## config.mk

```make
export PLATFORM = sky130hd
export DESIGN_NAME = mem_port_arbiter
export DESIGN_NICKNAME = d
export VERILOG_FILES = /design/src/rtl/mem_port_arbiter.sv
export SDC_FILE = /design/constraint.sdc
export NUM_CORES = 1
export LEC_CHECK = 0
export ABC_CLOCK_PERIOD_IN_PS = 2100
export BUFFER_PORTS_ARGS = -buffer_cell sky130_fd_sc_hd__buf_2
export CAP_MARGIN = 10
export CORE_AREA = 2 2 109 111
export CTS_CLUSTER_DIAMETER = 100
export DETAILED_ROUTE_END_ITERATION = 8
export DIE_AREA = 0 0 111 113
export GPL_TIMING_DRIVEN = 0
export SETUP_SLACK_MARGIN = 0.15
export SLEW_MARGIN = 20
export SYNTH_ARGS = -nofsm -noshare
export SYNTH_HDL_FRONTEND = slang
export SYNTH_SLANG_ARGS = --single-unit
```

## constraint.sdc

```tcl
create_clock -name clk -period 2.1 [get_ports clk]
set_clock_uncertainty 0.1 [all_clocks]
set_input_delay 0.105 -clock clk [delete_from_list [all_inputs] [get_ports clk]]
set_output_delay 0.105 -clock clk [all_outputs]
set_load 0.02 [all_outputs]
```

## src/rtl/mem_port_arbiter.sv

```systemverilog
// rtl/mem_port_arbiter.sv - shares one single-port memory between a fetch (I) port and a load/store (D) port
// At most one transaction in flight; D has priority, bounded by a streak limit so fetch is never starved.
module mem_port_arbiter #(
  parameter int ADDR_W      = 32,
  parameter int DATA_W      = 32,
  parameter int MAX_DSTREAK = 4
) (
  input  logic                clk,
  input  logic                resetn,
  input  logic                i_req,
  input  logic [ADDR_W-1:0]   i_addr,
  input  logic                i_kill,
  output logic                i_gnt,
  output logic                i_rvalid,
  output logic [DATA_W-1:0]   i_rdata,
  input  logic                d_req,
  input  logic                d_we,
  input  logic [DATA_W/8-1:0] d_be,
  input  logic [ADDR_W-1:0]   d_addr,
  input  logic [DATA_W-1:0]   d_wdata,
  output logic                d_gnt,
  output logic                d_rvalid,
  output logic [DATA_W-1:0]   d_rdata,
  output logic                mem_req,
  output logic                mem_we,
  output logic [DATA_W/8-1:0] mem_be,
  output logic [ADDR_W-1:0]   mem_addr,
  output logic [DATA_W-1:0]   mem_wdata,
  input  logic                mem_gnt,
  input  logic                mem_rvalid,
  input  logic [DATA_W-1:0]   mem_rdata
);

  localparam int         BE_W       = DATA_W / 8;
  localparam logic [3:0] STREAK_MAX = 4'(MAX_DSTREAK);

  typedef enum logic {IDLE, BUSY} state_t;

  state_t     state;
  logic       owner_d;
  logic       kill;
  logic [3:0] streak;

  logic resp;
  logic issue_win;
  logic sel_d;

  always_comb begin
    resp      = (state == BUSY) && mem_rvalid;
    // A response frees the memory, so a new request can issue in the same cycle.
    issue_win = (state == IDLE) || resp;
    sel_d     = d_req && (!i_req || (streak != STREAK_MAX));

    mem_req   = resetn && issue_win && (i_req || d_req);
    mem_we    = 1'b0;
    mem_be    = '0;
    mem_addr  = '0;
    mem_wdata = '0;
    if (mem_req) begin
      if (sel_d) begin
        mem_we    = d_we;
        mem_be    = d_be;
        mem_addr  = d_addr;
        mem_wdata = d_wdata;
      end else begin
        mem_be    = {BE_W{1'b1}};
        mem_addr  = i_addr;
      end
    end

    d_gnt    = mem_req && mem_gnt && sel_d;
    i_gnt    = mem_req && mem_gnt && !sel_d;

    d_rvalid = resp && owner_d;
    i_rvalid = resp && !owner_d && !kill && !i_kill;
    d_rdata  = d_rvalid ? mem_rdata : '0;
    i_rdata  = i_rvalid ? mem_rdata : '0;
  end

  always_ff @(posedge clk or negedge resetn) begin
    if (!resetn) begin
      state   <= IDLE;
      owner_d <= 1'b0;
      kill    <= 1'b0;
      streak  <= 4'd0;
    end else begin
      if (i_gnt || d_gnt) begin
        state   <= BUSY;
        owner_d <= d_gnt;
        kill    <= i_gnt && i_kill;
      end else begin
        if (resp) state <= IDLE;
        // A redirect while a fetch is outstanding poisons its eventual response.
        if ((state == BUSY) && !owner_d && i_kill) kill <= 1'b1;
      end

      if (!i_req || i_gnt) begin
        streak <= 4'd0;
      end else if (d_gnt && (streak != STREAK_MAX)) begin
        streak <= streak + 4'd1;
      end
    end
  end

endmodule

```

After elaboration in Yosys (flattened, before gate mapping)
Cells that the tools add are included.
- flip-flop bits (word level): 7
- input port bits: 140
- logic and storage cells: 51
- equality and inequality tests: 1
- bitwise logic cells: 1
- multiplexer cells: 16
- add/sub/neg operators: 1
- reduce and logical (&&, ||, !) cells: 28
- operators by type and width (operator ; number):
    $mux 32 ; 6
    $mux 4 ; 4
    $logic_and 1x1->1 ; 15
    $mux 1 ; 6
    $reduce_bool 2->1 ; 3
    $logic_not 1->1 ; 5
    $logic_or 1x1->1 ; 5
    $add 4x1->4 const B ; 1
    $ne 4x3->1 const B ; 1
    $not 1->1 ; 1

Depth between registers and ports, before layout
- depth after elaboration: 9
- depth in mapped cells: 8

Least setup slack after synthesis
OpenSTA, ideal clock, no wires.
- path type: register -> output
- start: register streak[0]
- end: output mem_addr[22]
- arrival time: 1592 ps
- path slack: 303 ps
- path buffers: 2
- data required time: 1895 ps
- cell stages (with the launch flop): 9
- path through: dfrtp_1 -> inv_1 -> ha_1 -> nand2b_2 -> o21a_1 -> buf_2 -> buf_2 -> nand2_1 -> a21oi_1
- longest elaborated chain between the ends: 5
- ends and longest elaborated chain (element ; line ; text):
    start, declared ; 42 ; logic [3:0] streak;
    start signal, assigned ; 100 ; streak <= streak + 4'd1;
    $ne 4x3->1 ; 52 ; sel_d = d_req && (!i_req || (streak != STREAK_MAX));
    $logic_or 1x1->1 ; 52 ;
    $logic_and 1x1->1 ; 52 ;
    $mux 32 ; 60 ; if (sel_d) begin
    $mux 32 ; 59 ; if (mem_req) begin
    end, declared ; 27 ; output logic [ADDR_W-1:0] mem_addr,
Every way passes these cells.

Worst setup path after layout
- start: register streak[0]
- end: output mem_addr[31]
The elaborated chain is that of the path after synthesis.

==> impl_metrics.env <==
export IMPL_setup_viol_count_final=0
export IMPL_clk_path_buf_depth=2
export IMPL_synth_cells=273
export IMPL_gp_weighted_congestion=0.7936
export IMPL_pwr_share_seq_pct=12.4
export IMPL_multi_input_comb_area_um2=1628
export IMPL_drt_first_pass_iters=6
export IMPL_nets=715
export IMPL_hp_class="in -> reg"
export IMPL_n_fill_cell=1164
export IMPL_synthesis_warnings=0
export IMPL_placement_io_buffers=275
export IMPL_grt_use_total_pct=12.20
export IMPL_crit_family="buffers and inverters"
export IMPL_criticalPathCategory="reg -> out"
export IMPL_final_max_slew_viol_count=0
export IMPL_initialDrtViolationCount=64
export IMPL_fp_row_count=39
export IMPL_placeableCoreArea_um2=11270
export IMPL_netlist_top_cells_area="and2_1 (25%), nand2_1 (16%), and3_1 (13%), a21oi_1 (11%), dfrtp_1 (11%)"
export IMPL_cts_buffers_inserted=3
export IMPL_ffs_latches_synth=7
export IMPL_cellPowerDensity_nw_per_um2=300.7
export IMPL_ys_types=30
export IMPL_critPathBufInv=4
export IMPL_timing_critical_path_required_ps=1890
export IMPL_irDropWorstVdd_mv=0.2873
export IMPL_global_route_overflow_total=0
export IMPL_sw_frac_of_total_pct=39.14
export IMPL_grt_start_max_net_pins=11
export IMPL_utilization_pct=37.72
export IMPL_crit_path_max_incr_delay_ps=380
export IMPL_floorplan_initialDensity_pct=14.31
export IMPL_clock_slew_at_the_register_clock_pins_of_the_worst_setup_and_hold_paths_ps=40
export IMPL_maxSlewHeadroom_pct=64.33
export IMPL_antenna_found_initial=0
export IMPL_worstMarginPinSlew_ps=532.4
export IMPL_clkSinkCount=7
export IMPL_worstPathMaxFanout=8
export IMPL_fmax_mhz=498.3
export IMPL_antennaDiodeCount=0
export IMPL_drive_above_1_share_pct=70.80
export IMPL_most_common_cell_in_the_netlist="nand2_1"
export IMPL_final_antenna_net_count=0
export IMPL_io_pins=278
export IMPL_static_leakage_uw=0.002403
export IMPL_cts_root_buf="clkbuf_16"
export IMPL_detail_route_wl_per_cell_um=13.50
export IMPL_vias_in_the_first_global_route=2577
export IMPL_netlist_top_cell_by_area="and2_1"
export IMPL_critical_path_startpoint_type="register"
export IMPL_dpl_hpwl_um=6747
export IMPL_detail_route_vias_per_cell=4.197
export IMPL_fin_total_pwr_uw=1279
export IMPL_syn_cell_area_um2=1613
export IMPL_worstPathCellList="inv_1, ha_2, nand2b_4, o21ai_4, buf_8, buf_6, nand2_1, a21oi_1, buf_4"
export IMPL_synth_async_sr_flop_share_pct=100.0
export IMPL_timing_hold_violations_final=0
export IMPL_placement_cell_area_um2=3168
export IMPL_holdWs_ps=48.31
export IMPL_final_cell_area_um2=4252
export IMPL_cp_end_kind="output port"
export IMPL_drt_drc_violations_left=0
export IMPL_synthesis_area_per_instance_um2=5.908
export IMPL_max_cap_check_violation_count=0
export IMPL_synth_top_cell_area_share_pct=24.83
export IMPL_die_h_um=113
export IMPL_netlist_top_cells_count="nand2_1 (69), and2_1 (64), a21oi_1 (35)"
export IMPL_tritoncts="yes"
export IMPL_p_clk_share_pct=26.1
export IMPL_run_status="complete, no violations"
export IMPL_final_min_clock_period_ps=2007
export IMPL_cts_htree_levels=1
export IMPL_p_comb_share_pct=61.5
export IMPL_die_area_um2=12540
export IMPL_crit_slowest_cell="dfrtp_1"
export IMPL_via_count=3001
export IMPL_rsz0062_at_grt="yes"
export IMPL_cellInternalPower_uw=778.2
export IMPL_critical_path_arrival_ps=1800
export IMPL_grt_first_pass_wirelength_um=12650
export IMPL_synth_edff_count=0
export IMPL_routed_wl_um=9650
export IMPL_layout_area_overhead_vs_synth_pct=163.6
export IMPL_synthesis_nets=415
export IMPL_floorplan_die_width_um=111
export IMPL_power_switching_uw=500.4
export IMPL_fin_crit_sh_pct=95.56
export IMPL_synth_yosys_seq_area_share_pct=10.86
export IMPL_clk_latency_ps=240
export IMPL_final_seq_area_um2=175.2
export IMPL_synth_flop_cell="dfrtp_1"
[final cells by class]
| type | instances | area share, % |
|---|---|---|
| inverter | 5 | 0.4414 |
| tap | 143 | 4.208 |
| buffer | 26 | 5.680 |
| multi-input combinational | 235 | 38.29 |
| clock buffer | 4 | 1.854 |
| sequential | 7 | 4.120 |
| timing repair buffer | 295 | 45.41 |
[timing repair]
item / in CTS / in global routing
setup endpoints to repair: 97 / 121
buffers inserted: 7 / 4
hold endpoints to repair: 7 / 0
hold buffers: 1 / 0
gates resized for setup: 77 / 193
gates cloned: 7 / 1
pin swaps: 7 / 50
[cell usage in the layout, fill, tap and decap left out, types with 6 or more instances in the layout]
| cell | instances |
|---|---|
| buf_6 | 58 |
| buf_2 | 210 |
| and3_4 | 26 |
| nand2_2 | 14 |
| and3_1 | 8 |
| dfrtp_1 | 7 |
| a21oi_1 | 14 |
| buf_8 | 6 |
| a21oi_2 | 20 |
| nand2_1 | 50 |
| and2_1 | 64 |
| buf_4 | 35 |
| clkbuf_2 | 6 |
[stage by stage]
stage,std cells,setup WS (ps),setup TNS (ps)
finish,715,93.27,0
CTS,710,97.82,0
detailed placement,691,-60.03,-80.21
global route,715,23.02,0
floorplan,273,303.5,0
global placement,691,-40.51,-96.17
[logic make-up (layout without fill, tap and decap cells)]
group                      count (synthesis)  count (layout)  synth area share [%]
adders and majority gates                  2               2                 1.551
AOI/OAI and AO/OA                         44              44                 16.37
buffers and inverters                     31             330                 9.309
and+or+nand+nor                          189             189                 61.91
DFF                                        7               7                 10.86
[flip-flops by register name (all words and copies together), names as in the netlist]
signal / cells
streak: 4
kill: 1
owner_d: 1
state: 1
[worst register-to-register path, stage by stage, from the launching register on]
cell and delay [ps]:
dfrtp_1 350, inv_1 50, ha_2 190, nand2b_4 90, o21ai_4 70, buf_4 140
or4_1 490, a31oi_1 170
[power by group through the flow]
stage | Sequential, uW | Combinational (uW) | Clock [uW]
after floorplan | 156 | 305 | 0
after global placement | 158 | 567 | 0
after detailed placement | 158 | 567 | 0
after CTS | 158 | 651 | 337
after global routing | 160 | 843 | 344
final | 158 | 787 | 334
[routing by layer]
| layer | share of wire, % | track usage, % | vias to the layer above |
|---|---|---|---|
| li1 | - | - | 1499 |
| met1 | 37 | 14.02 | 1342 |
| met2 | 55 | 24.21 | 153 |
| met3 | 7.5 | 2.035 | 7 |
| met4 | 0.51 | 1.500 | 0 |
| met5 | 0 | 0 | - |
[worst paths after layout]
kind                            cells past startpoint               endpoint             startpoint  slack, ps
max in group asynchronous                           2  streak[3]$_DFFE_PN0P_                 resetn       1390
worst max-delay path                                9           mem_addr[31]  streak[0]$_DFFE_PN0P_         90
worst min register to register                      1    owner_d$_DFFE_PN0P_    owner_d$_DFFE_PN0P_        470
worst max register to register                      7  streak[3]$_DFFE_PN0P_  streak[0]$_DFFE_PN0P_        370
min in group asynchronous                           2  streak[0]$_DFFE_PN0P_                 resetn        270
worst min-delay path                                3  streak[0]$_DFFE_PN0P_                  i_req         50
Power figures use the tool's default switching activity.
